==> config.mk <==
export PLATFORM = sky130hd
export DESIGN_NAME = perf_bcd_display
export DESIGN_NICKNAME = d
export VERILOG_FILES = /design/src/rtl/perf_bcd_display.sv
export SDC_FILE = /design/constraint.sdc
export NUM_CORES = 1
export LEC_CHECK = 0
export BUFFER_PORTS_ARGS = -buffer_cell sky130_fd_sc_hd__buf_2
export CAP_MARGIN = 20
export CORE_MARGIN = 10
export CORE_UTILIZATION = 45
export CTS_BUF_LIST = sky130_fd_sc_hd__clkbuf_2 sky130_fd_sc_hd__clkbuf_4 sky130_fd_sc_hd__clkbuf_8
export CTS_CLUSTER_DIAMETER = 120
export DETAILED_ROUTE_END_ITERATION = 10
export SLEW_MARGIN = 20
export SYNTH_ARGS = -nofsm -noshare
export SYNTH_HDL_FRONTEND = slang
export SYNTH_SLANG_ARGS = --single-unit
==> constraint.sdc <==
create_clock -name clk -period 2.6 [get_ports clk]
set_input_delay 0.26 -clock clk [delete_from_list [all_inputs] [get_ports clk]]
set_output_delay 0.26 -clock clk [all_outputs]
set_load 0.005 [all_outputs]
==> src/rtl/perf_bcd_display.sv <==
// Samples a binary performance value periodically and converts it to packed BCD
// with an iterative double-dabble engine, saturating to all nines when out of range.
module perf_bcd_display #(
    parameter int unsigned IN_W         = 32,
    parameter int unsigned DIGITS       = 6,
    parameter int unsigned SAMPLE_DIV_W = 25
) (
    input  logic                  clk,
    input  logic                  rst,
    input  logic [IN_W-1:0]       value,
    input  logic                  hold,
    output logic [4*DIGITS-1:0]   digits_flat,
    output logic                  overflow,
    output logic                  valid,
    output logic                  busy
);

    localparam int unsigned BCD_W  = 4 * DIGITS;
    localparam int unsigned ITER_W = $clog2(IN_W + 1);
    localparam logic [ITER_W-1:0] LastIter = ITER_W'(IN_W - 1);
    localparam logic [BCD_W-1:0]  AllNines = {DIGITS{4'h9}};

    typedef enum logic [1:0] {StIdle, StConvert, StCommit} state_e;

    state_e                  state_q;
    logic [SAMPLE_DIV_W-1:0] div_q;
    logic                    tick;
    logic [IN_W-1:0]         bin_q;
    logic [BCD_W-1:0]        bcd_q;
    logic [BCD_W-1:0]        bcd_adj;
    logic [BCD_W-1:0]        digits_q;
    logic [ITER_W-1:0]       iter_q;
    logic                    ovf_acc_q;
    logic                    overflow_q;
    logic                    valid_q;
    logic                    busy_q;

    assign tick = &div_q;

    // Per-digit add-3 correction; no carry between digits.
    always_comb begin
        bcd_adj = bcd_q;
        for (int d = 0; d < int'(DIGITS); d++) begin
            if (bcd_q[4*d +: 4] >= 4'd5) begin
                bcd_adj[4*d +: 4] = bcd_q[4*d +: 4] + 4'd3;
            end
        end
    end

    always_ff @(posedge clk or negedge rst) begin
        if (!rst) begin
            div_q <= '0;
        end else begin
            div_q <= div_q + SAMPLE_DIV_W'(1);
        end
    end

    always_ff @(posedge clk or negedge rst) begin
        if (!rst) begin
            state_q    <= StIdle;
            bin_q      <= '0;
            bcd_q      <= '0;
            iter_q     <= '0;
            ovf_acc_q  <= 1'b0;
            digits_q   <= '0;
            overflow_q <= 1'b0;
            valid_q    <= 1'b0;
            busy_q     <= 1'b0;
        end else begin
            valid_q <= 1'b0;
            unique case (state_q)
                StIdle: begin
                    // Ticks are only honoured here, so a tick while busy is dropped.
                    if (tick && !hold) begin
                        bin_q     <= value;
                        bcd_q     <= '0;
                        ovf_acc_q <= 1'b0;
                        iter_q    <= '0;
                        busy_q    <= 1'b1;
                        state_q   <= StConvert;
                    end
                end
                StConvert: begin
                    {bcd_q, bin_q} <= {bcd_adj[BCD_W-2:0], bin_q, 1'b0};
                    ovf_acc_q      <= ovf_acc_q | bcd_adj[BCD_W-1];
                    if (iter_q == LastIter) begin
                        state_q <= StCommit;
                    end else begin
                        iter_q <= iter_q + ITER_W'(1);
                    end
                end
                StCommit: begin
                    digits_q   <= ovf_acc_q ? AllNines : bcd_q;
                    overflow_q <= ovf_acc_q;
                    valid_q    <= 1'b1;
                    busy_q     <= 1'b0;
                    state_q    <= StIdle;
                end
                default: state_q <= StIdle;
            endcase
        end
    end

    assign digits_flat = digits_q;
    assign overflow    = overflow_q;
    assign valid       = valid_q;
    assign busy        = busy_q;

endmodule

-- Word level (Yosys, flattened, before mapping)
Index checks and enable logic that the tools add are counted.
- order comparisons: 6
- divide/modulo/power cells: 0
- shift-type cells: 0
- equal/unequal tests: 6
- add/sub/neg operators: 8
- $mul: 0
- bitwise gates (word level): 1
- multiplexer cells: 22
- reductions and logical operators: 10
- operators by type and width (operator ; count):
    32-bit case mux with 2 select lines ; 1
    24-bit 2-to-1 mux ; 2
    24-bit case mux with 2 select lines ; 1
    32-bit 2-to-1 mux ; 1
    25-bit by 1-bit adder with 25-bit output, second input constant ; 1
    25-bit AND reduction ; 1
    4-bit by 2-bit adder with 4-bit output, second input constant ; 6
    4-bit by 3-bit greater-or-equal comparator with 1-bit output, second input constant ; 6
    4-bit 2-to-1 mux ; 6
    6-bit 2-to-1 mux ; 2
    6-bit case mux with 2 select lines ; 1
    6-bit by 1-bit adder with 6-bit output, second input constant ; 1
    6-bit by 5-bit equality test with 1-bit output, second input constant ; 1
    2-bit inequality test, second input constant ; 3
    2-bit AND reduction ; 3
    2-bit 2-to-1 mux ; 2
    1-bit case mux with 2 select lines ; 2
    2-bit case mux with 2 select lines ; 1
    2-bit nonzero test ; 2
    1-bit 2-to-1 mux ; 3
    3-bit AND reduction ; 1
    2-bit by 1-bit equality test with 1-bit output, second input constant ; 1
    2-bit equality test, second input constant ; 1
    2-bit zero test ; 1
    other kinds (3) ; 3
- RAM bits: 0
- word-level logic and storage cells: 63
- bits in latches: 0
- memories: 0
- memory bits (read-only): 0
- flip-flop bits (word level): 117

-- Longest topological paths before layout
- word-level depth: 4
- depth in mapped cells: 8
- mapped depth without buffers: 7

-- Worst setup path before layout
No wires, ideal clock.
- kind: reg2reg
- from: register div_q[0]
- to: register bcd_q[0]
- stages on the path, launching flop included: 9
- buffers on the path: 2
- arrival: 1.957 ns
- setup slack: 0.522 ns
- cells stage by stage: dfrtp_1 > ha_1 > nand3_1 > nor4_2 > a21o_1 > nand2_1 > buf_2 > buf_6 > a22o_1
- cells in the longest elaborated chain, start to end: 4
- ends and longest elaborated chain (item ; line ; source):
    from (decl) ; 26 ; logic [SAMPLE_DIV_W-1:0] div_q;
    from (signal assigned) ; 54 ; div_q <= div_q + SAMPLE_DIV_W'(1);
    25-bit AND reduction ; 38 ; assign tick = &div_q;
    1-bit logical AND ; 74 ; if (tick && !hold) begin
    2-bit inequality test (no line) ; -- ;
    2-bit AND reduction (no line) ; -- ;
    to (signal assigned) ; 84 ; {bcd_q, bin_q} <= {bcd_adj[BCD_W-2:0], bin_q, 1'b0};
    to (decl) ; 29 ; logic [BCD_W-1:0] bcd_q;
Every way passes these cells.
A chain may end at the register's enable or synchronous reset.

-- Worst setup path after layout
- from: register div_q[0]
- to: register bin_q[22]
- cells in the longest elaborated chain, start to end: 4
- ends and longest elaborated chain (item ; line ; source):
    25-bit AND reduction ; 38 ;
    1-bit logical AND ; 74 ;
    2-bit inequality test (no line) ; -- ;
    2-bit AND reduction (no line) ; -- ;
    to (signal assigned) ; 75 ; bin_q <= value;
    to (signal assigned) ; 84 ;
    to (decl) ; 28 ; logic [IN_W-1:0] bin_q;
Every way passes these cells.

==> run metrics <==
most frequent cells in the layout dfrtp_1, buf_2, nor2_1; CTS buffer count 17; Die W 132.2 um; post-cts sizing count 0; largest net degree at the start of global routing 62; Setup violations, final 0; root buf cell clkbuf_8; die height 132.2 um; vias per cell 5.234; Antenna Nets Post-Route 0; Post-Synth Adder-Cell Area 3.094%; post-synthesis register bit count 117; Highest Signal Layer met4; HP Class input port to flip-flop; wire length on met2 5301 um; Peak VDD IR 359.2 uV; Net count, final about 690; power density cells around 570 nW/um^2; Synth Flop Type dfrtp_1; Total Neg Setup Slack 0 ns; Synth Area in Simple Gates around 14%; Met3 Wirelength 701 um; largest family of logic cells by synthesized area compound AO/OA/AOI/OAI gates; fraction of registers with async set/reset 100.0%; Final Cycle Share 84.73%; Setup CP Type flip-flop to flip-flop; row cnt 40; Post-Syn Instances 572; post-synth top area cell dfrtp_1; EDFF count, synth 0; max-cap violations 0; initial DRC count 247; startpoint types flip-flop; Lkg Pwr 3.035 nW; area delta synth->final 16.88%; synth warn 0; H-tree Lvls 4; post-synthesis compound-gate area fraction 19.93%; layout cell share with drive strength beyond 1 18.03%; CTS tree yes; WL final 12210 um; min cycle time layout roughly 2.2 ns; clk_lat worst skew 0.44 ns; Post-Syn Area 5662 sq um; Metal-1 WL about 6000 um; Initial DRT Pass Iterations 4; status complete, no violations; grt ovf 0; final hold vios 0; Synth top area share 51.71%; WP data arrival between 2 and 3 ns; Syn Area/Cell 9.898 sq um; GRT Resource Usage Total 14.43%; Crit Path Max Fanout 32; multiplexer share of the synthesized area roughly 1.5%; Slew HR 43.79%; final hold slack 0.03329 ns; Max Slew Vio Count 0; Worst-path clk slew 0.07 ns; die area 17470 sq um; Core Footprint approximately 12000 sq um; post-synthesis xor/xnor area fraction 5.260%; global-route wire length before repair 21020 um; diodes inserted 0; placed cell count between 700 and 800; syn nets about 620; fin cells a little over 800; skew final approximately 0.0078 ns; top post-synthesis cells by area dfrtp_1, o21a_1, nor2_1, a21oi_1, xnor2_1; Port Buffers 61; antenna violations before repair 0; worst path required time 2.93 ns; via count approximately 4300; WL/cell 14.95 um; DRC Markers 0; GP Congestion 0.7611; Max Fclk 0.4540 GHz; Distinct cells, synth 42; vias in the first global route 4302; RSZ-0062 raised after global routing false; Setup crit end kind flip-flop; CTS max path bufs 2; I/O pin count 62; commonest non-fill, non-tap cell in the layout dfrtp_1; sequential area share after synthesis 51.71%; Slew @ Worst Pin 0.8432 ns; clk sinks 117; Post-DP HPWL about 8100 um; Initial Util approximately 47%
[report_power, final]
part | switching, mW | internal [mW] | total [mW]
Combinational | 0.0449 | 0.0237 | 0.0686
Sequential | 0 | 1.82 | 1.82
Clock | 0.722 | 1.16 | 1.88
Total | 0.767 | 3.01 | 3.77
[cell families (layout without fill, tap and decap cells)]
group,after synthesis,count (layout)
DFF,117,117
adders and majority gates,14,14
muxes,8,8
AOI/OAI and AO/OA,176,176
xor gates and xnor gates,34,34
buffers and inverters,53,130
and+or+nand+nor,170,170
[critical path: stages (launching register included)]
cell,delay (ns)
dfrtp_1,0.39
ha_1,0.22
nand4_1,0.15
nor4_4,0.18
nand4_1,0.17
or4_1,0.50
buf_4,0.26
o21a_1,0.22
[worst paths after layout]
check	end	cells after the start	slack [ns]	from
worst max-delay path	bin_q[22]$_DFFE_PN0P_	7	0.40	div_q[0]$_DFF_PN0_
worst max register to register	bin_q[22]$_DFFE_PN0P_	7	0.40	div_q[0]$_DFF_PN0_
worst min-delay path	bin_q[26]$_DFFE_PN0P_	2	0.03	value[26]
worst min register to register	digits_flat[22]$_DFFE_PN0P_	2	0.47	digits_flat[22]$_DFFE_PN0P_
min in group asynchronous	div_q[17]$_DFF_PN0_	2	0.30	rst
max in group asynchronous	bcd_q[7]$_DFFE_PN0P_	3	1.61	rst
[metrics by stage]
step                setup slack [ns]  instance area (sq um)  power, mW  util, %
floorplan                     0.5220                   5662      1.855        -
global placement              0.4634                   6156      1.925    50.62
detailed placement            0.4164                   6156      1.925    50.62
CTS                           0.3884                   6618      3.812    54.41
global route                  0.2471                   6618      3.900    54.41
finish                        0.3972                   6618      3.773    54.41
[sequential cells by signal, summed over array words and instances (netlist names)]
name / count
bin_q: 32
div_q: 25
bcd_q: 24
digits_flat: 24
iter_q: 6
state_q: 2
busy: 1
overflow: 1
ovf_acc_q: 1
valid: 1
[synth_stat cells (all sizes together) (2+ instances only)]
cell and n:
buf 7, a22o 22, a21oi 43, dfrtp 117, nand4 9, nor3b 3, nand2b 14, ha 14
nor4 2, o31ai 6, nor3 11, nand2 48, a21o 6, clkbuf 26, mux2i 6, nand3 13
o21ai 33, o22ai 31, inv 19, xnor2 24, and4 2, nor2 60, o2bb2ai 2, o21a 32
mux2 2, xor2 10
[area by class of cell]
type                    instances  area [sq um]
fillers                      1121          5544
flip-flops and latches        117          2928
multi-input cells             402          2502
repair buffers                 78         450.4
clock buffers                  23         304.0
well taps                     168         210.2
clock inverters                 9         147.6
inverters                      20         75.07
[routing by layer]
layer,global-route usage [%],up-vias
met1,18.66,2017
li1,-,2145
met5,0,-
met4,6.119,0
met3,4.611,23
met2,21.68,91
[timing repair]
action / in CTS / in global routing
endpoints found under the setup margin: 0 / 0
setup buffers: 0 / 0
endpoints found under the hold margin: 30 / 0
hold buffers: 1 / 0
(Power assumes the default switching activity.)
